$ cat config.mk
export PLATFORM = sky130hd
export DESIGN_NAME = res_drain
export DESIGN_NICKNAME = d
export VERILOG_FILES = /design/src/rtl/res_drain.sv
export SDC_FILE = /design/constraint.sdc
export NUM_CORES = 1
export LEC_CHECK = 0
export ABC_CLOCK_PERIOD_IN_PS = 2140
export CAP_MARGIN = 20
export CORE_MARGIN = 2
export CORE_UTILIZATION = 25
export DETAILED_ROUTE_END_ITERATION = 6
export GPL_TIMING_DRIVEN = 0
export HOLD_SLACK_MARGIN = 0.02
export PLACE_DENSITY_LB_ADDON = 0.05
export SKIP_CTS_REPAIR_TIMING = 1
export SLEW_MARGIN = 20
export SYNTH_ARGS = -nofsm -noshare
export SYNTH_HDL_FRONTEND = slang
export SYNTH_SLANG_ARGS = --single-unit
$ cat constraint.sdc
create_clock -name clk -period 2.14 [get_ports clk]
set_input_delay 0.428 -clock clk [delete_from_list [all_inputs] [get_ports clk]]
set_output_delay 0.428 -clock clk [all_outputs]
set_load 0.03 [all_outputs]
$ cat src/rtl/res_drain.sv
// Result FIFO drain: pops 16-bit results and streams them out high byte first.
// Optional RES_DRAIN_RELU_EN clamps negative results to zero on capture.
module res_drain #(
    parameter int NUM_RESULTS = 1352,
    parameter int COUNT_W     = 11
) (
    input  logic               clk,
    input  logic               rst,
    input  logic               start,
    input  logic               fifo_empty,
    input  logic [15:0]        fifo_result_out,
    output logic               fifo_renable,
    output logic [7:0]         byte_out,
    output logic               byte_valid,
    input  logic               byte_ready,
    output logic               busy,
    output logic               done,
    output logic [COUNT_W-1:0] sent_count
);

    typedef enum logic [2:0] {
        IDLE,
        CHECK,
        FETCH,
        LATCH,
        SEND_HI,
        SEND_LO,
        DONE
    } state_t;

    localparam logic [COUNT_W-1:0] LAST = COUNT_W'(NUM_RESULTS - 1);

    state_t             state, state_nxt;
    logic [15:0]        data_reg, data_nxt;
    logic [COUNT_W-1:0] count_q, count_nxt;
    logic [15:0]        latch_val;

`ifdef RES_DRAIN_RELU_EN
    assign latch_val = fifo_result_out[15] ? 16'h0000 : fifo_result_out;
`else
    assign latch_val = fifo_result_out;
`endif

    always_ff @(posedge clk) begin
        if (rst) begin
            state    <= IDLE;
            data_reg <= '0;
            count_q  <= '0;
        end else begin
            state    <= state_nxt;
            data_reg <= data_nxt;
            count_q  <= count_nxt;
        end
    end

    always_comb begin
        state_nxt = state;
        data_nxt  = data_reg;
        count_nxt = count_q;
        unique case (state)
            IDLE, DONE: begin
                if (start) begin
                    state_nxt = CHECK;
                    count_nxt = '0;
                end
            end
            CHECK: begin
                if (!fifo_empty) state_nxt = FETCH;
            end
            FETCH: begin
                state_nxt = LATCH;
            end
            LATCH: begin
                data_nxt  = latch_val;
                state_nxt = SEND_HI;
            end
            SEND_HI: begin
                if (byte_ready) state_nxt = SEND_LO;
            end
            SEND_LO: begin
                if (byte_ready) begin
                    count_nxt = count_q + 1'b1;
                    state_nxt = (count_q == LAST) ? DONE : CHECK;
                end
            end
            default: begin
                state_nxt = IDLE;
            end
        endcase
    end

    // Moore outputs only; byte_out is forced to zero when not presenting data
    always_comb begin
        fifo_renable = 1'b0;
        byte_out     = 8'h00;
        byte_valid   = 1'b0;
        busy         = 1'b1;
        done         = 1'b0;
        unique case (state)
            IDLE: begin
                busy = 1'b0;
            end
            DONE: begin
                busy = 1'b0;
                done = 1'b1;
            end
            FETCH: begin
                fifo_renable = 1'b1;
            end
            SEND_HI: begin
                byte_valid = 1'b1;
                byte_out   = data_reg[15:8];
            end
            SEND_LO: begin
                byte_valid = 1'b1;
                byte_out   = data_reg[7:0];
            end
            default: begin
                busy = 1'b1;
            end
        endcase
    end

    assign sent_count = count_q;

endmodule

# ---- Word-level counts from Yosys, hierarchy flattened
# Cells that the tools add are included.
dict set report totals {
  input_bits 21
  elab_cells 35
  out_inout_bits 23
  reg_bits 30
}
dict set report classes {
  n_addsub 1
  eq_ne 11
  mux 14
  reduce_logical 6
}
# op count
set ops {}
lappend ops {{$mux W11} 2}
lappend ops {{$pmux W11 S2} 1}
lappend ops {{$pmux W3 S6} 1}
lappend ops {{$pmux W8 S2} 1}
lappend ops {{$mux W3} 5}
lappend ops {{$add A11 B1 Y11 const B} 1}
lappend ops {{$eq A11 B11 Y1 const B} 1}
lappend ops {{$eq A3 B3 Y1 const B} 3}
lappend ops {{$eq A3 B2 Y1 const B} 2}
lappend ops {{$ne A2 B2 Y1 const B} 3}
lappend ops {{$mux W1} 4}
lappend ops {{$reduce_and A4 Y1} 1}
lappend ops {{$reduce_or A2 Y1} 2}
lappend ops {{$eq A3 B1 Y1 const B} 1}
lappend ops {{$logic_not A3 Y1} 1}
lappend ops {{$reduce_and A3 Y1} 1}
lappend ops {{$ne A2 B1 Y1 const B} 1}
lappend ops {{$reduce_bool A2 Y1} 1}

# ---- Depth between registers and ports, before layout
dict set report depth {
  word_depth 4
  ltp_mapped 7
}

# ---- Worst setup path before layout
# OpenSTA, ideal clock, no wires.
dict set report synth_timing {
  path_type {reg-to-output}
  from {register state[1]}
  to {output port byte_out[0]}
  stages_incl_launch_ff 6
  path_slack_ns 0.201
  path_buffers 1
  arrival_time_ns 1.511
  cell_sequence {dfxtp_1 > buf_2 > inv_1 > ha_1 > nand2_1 > nor2_1}
}
dict set report synth_between {
  elab_chain_cells 2
  word_cells_on_any_way 3
  classes_between {eq/ne (2); mux (1)}
}
# element line
set synth_lines {}
lappend synth_lines {{start, declared} 33} ;# state_t state, state_nxt;
lappend synth_lines {{start signal, assigned} 50} ;# state <= state_nxt;
lappend synth_lines {{$eq A3 B3 Y1} 99} ;# unique case (state)
lappend synth_lines {{$pmux W8 S2 *} 99}
lappend synth_lines {{end, declared} 13} ;# output logic [7:0] byte_out,
# Every way passes the cells marked *; elsewhere a longest branch is shown, timed or not.

# ---- Worst setup path after layout
dict set report layout_timing {
  from {register state[1]}
  to {output port byte_out[7]}
}
# Same word-level chain as after synthesis.

==> results.py <==
metrics = {
    "synth": {
        "synth_seq_area_share": 0.406,
        "synth_cell_types": 37,
        "yosysTopAreaCell": "dfxtp_1",
        "synth_area_leaders": "dfxtp_1 41%, nand2_1 10%, a21oi_1 6.8%",
        "synth_area_mm2": 0.00148,
        "synth_top_area_share": 0.406,
        "ys_seq_elements": 30,
        "netlist_instances": 185,
        "avgSynthCellArea_um2": 7.99,
        "ys_async_sr_fraction": 0,
        "synth_edf_count": 0,
        "ys.flop_type": "dfxtp_1",
        "syn_nets": 208,
        "yosysWarnings": 0,
    },
    "place": {
        "place_ws_ns": -0.409,
        "placed_cell_area_mm2": 0.00200,
        "routabilityCongestion": 0.794,
        "io_buffers": 43,
        "dpl.hpwl_mm": 2.85,
    },
    "floorplan": {
        "die_h_um": 80.9,
        "start_util": 0.254,
        "pin_count": 44,
        "dieArea_mm2": 0.00655,
        "die_w_um": 80.9,
        "rows": 28,
        "coreArea_mm2": 0.00582,
    },
    "drt": {
        "route.vias.total": 1404,
        "ant_nets": 0,
        "first_pass_iters": 4,
        "drtIter0Drc": 39,
        "wl_mm": 3.90,
        "vias_per_cell": 4.51,
        "drc": 0,
        "routedWlPerCell_um": 12.5,
    },
    "clocking": {
        "cts_tree": "built",
        "clock_path_buffers": 2,
        "htreeDepth": 2,
        "cts_buffers": 5,
        "cts_sinks": 30,
        "clk_pin_slew_worst_paths_ns": 0.06,
        "clk-insertion-delay-late_ns": 0.27,
        "cts-root-buf": "clkbuf_8",
    },
    "layout": {
        "antenna_cells": 0,
        "layout.nets": 260,
        "final_area_mm2": 0.00215,
        "drive_gt1_frac": 0.0932,
        "areaGrowthSynthToFinish_pct": 45.4,
        "largest_register_ffs": 16,
    },
    "grt": {
        "grt_pass1_wl_mm": 6.44,
        "grt_remaining_overflow": 0,
        "antenna_found_initial": 0,
        "grt_usage": 0.129,
        "grt_pass1_vias": 1340,
        "grt_max_degree": 11,
    },
    "setup_path": {
        "endpoint_kind": "output pin",
        "crit_fanout": 10,
        "worstPathRequired_ns": 1.71,
        "cp-start-kind": "register",
        "worst-setup-path-type": "reg2out",
        "cp.arrival_ns": 1.61,
    },
    "sta": {
        "tightest_slew_ns": 0.608,
        "max_freq_ghz": 0.492,
        "slew_headroom": 0.589,
        "hold_viol_final": 0,
        "setup_ws_ns": 0.107,
        "setup_viol": 0,
        "finalCritPeriodShare": 0.950,
        "skew_ns": 0.00212,
        "drv_slew": 0,
        "post-route-min-period_ns": 2.03,
    },
    "pwr": {
        "switching_share": 0.327,
        "p_leak_nw": 0.931,
        "power.internal_mw": 1.08,
        "power.density_mw_per_mm2": 747,
        "p_clk_frac": 0.275,
        "seqPwrFrac": 0.381,
        "peakVddDrop_uv": 361,
        "combPwrFrac": 0.344,
        "power_switching_uw": 524,
    },
    "hold_path": {
        "hp-class": "reg2reg",
    },
    "run_status": {
        "outcome": "completed",
    },
    "job": {
        "max_cap_violations": 0,
    },
}
==> cell usage after synthesis, types with 2 or more instances <==
master	instances
or3_1	3
xor2_1	8
dfxtp_1	30
o21ai_0	3
clkbuf_1	6
and4_1	2
ha_1	2
mux2i_1	9
nor2b_1	2
nor2_1	22
nand4_1	5
nand2b_1	2
o21ai_1	3
a21oi_1	20
nand4b_1	2
buf_2	2
nand2_1	41
and3_1	3
inv_2	2
==> final cells by class <==
| cell class | instances | area, um^2 |
|---|---|---|
| Fill cell | 647 | 3660 |
| Multi-Input combinational cell | 143 | 850 |
| Sequential cell | 30 | 602 |
| Timing Repair Buffer | 45 | 468 |
| Tap cell | 75 | 93.8 |
| Clock buffer | 6 | 82.6 |
| Buffer | 9 | 43.8 |
| Inverter | 3 | 11.3 |
==> cells by family (layout without fill, tap and decap cells) <==
kind of cell / count (synthesis) / count (layout) / share of synthesized area
flops: 30 / 30 / 0.406
fa+ha+maj: 2 / 2 / 0.0169
mux: 9 / 9 / 0.0609
compound gates: 33 / 33 / 0.139
buf+inv: 12 / 63 / 0.0321
simple gates: 91 / 91 / 0.298
xor+xnor: 8 / 8 / 0.0474
==> stage by stage <==
step / hold WS (ns) / std cells / util / power (mW) / setup TNS (ns)
2_1_floorplan: 0.436 / 185 / - / 0.984 / 0
3_3_place_gp: 0.444 / 303 / 0.344 / 1.16 / -4.04
3_5_place_dp: 0.447 / 303 / 0.344 / 1.15 / -3.64
4_1_cts: 0.456 / 309 / 0.359 / 1.60 / -6.21
5_1_grt: 0.473 / 311 / 0.370 / 1.71 / -0.0123
6_report: 0.456 / 311 / 0.370 / 1.61 / 0
==> worst max-delay path: stages, from the launching register on <==
cell	delay, ns
dfxtp_2	0.34
clkbuf_4	0.17
inv_1	0.06
ha_1	0.20
nand2_4	0.11
nor2_1	0.14
dlymetal6s2s_1	0.30
==> cells in the final DEF (no fill, tap or decap), types with 2 or more instances in the layout <==
master           Yosys  final
inv_2                2      2
ha_1                 2      2
mux2i_1              9      9
clkbuf_8             0      6
clkdlybuf4s50_1      0     31
nand2b_1             2      2
dfxtp_1             30     29
clkbuf_4             0      2
nor2_1              22     22
xor2_1               8      8
and4_1               2      2
nand4_1              5      5
nand2_1             41     40
o21ai_0              3      3
nand4b_1             2      2
nor2b_4              1      2
o21ai_1              3      3
buf_4                0      2
clkbuf_2             0      2
a21oi_1             20     20
and3_1               3      3
clkbuf_1             6      5
or3_1                3      3
dlymetal6s2s_1       0     11
==> path summary, 6_finish.rpt <==
kind	endpoint	cells past startpoint	from	slack, ns
worst max-delay path	byte_out[7]	6	state[1]	0.11
worst min-delay path	data_reg[6]	2	data_reg[6]	0.46
worst max register to register	data_reg[4]	6	state[2]	0.21
worst min register to register	data_reg[6]	2	data_reg[6]	0.46
==> power by group through the flow <==
| stage | clock network (mW) | logic (mW) | registers (mW) |
|---|---|---|---|
| final | 0.442 | 0.553 | 0.611 |
| after global routing | 0.488 | 0.608 | 0.615 |
| after CTS | 0.463 | 0.526 | 0.608 |
| after detailed placement | 0 | 0.525 | 0.620 |
| after global placement | 0 | 0.536 | 0.619 |
| after floorplan | 0 | 0.369 | 0.615 |
==> routing by layer <==
layer | up-vias | track usage | wire [um]
met4 | 0 | 0.0458 | 33
met3 | 4 | 0.0422 | 262
li1 | 736 | - | -
met1 | 627 | 0.164 | 1880
met5 | - | 0 | 0
met2 | 37 | 0.204 | 1720
No activity file was read; power rests on OpenSTA's default activity.
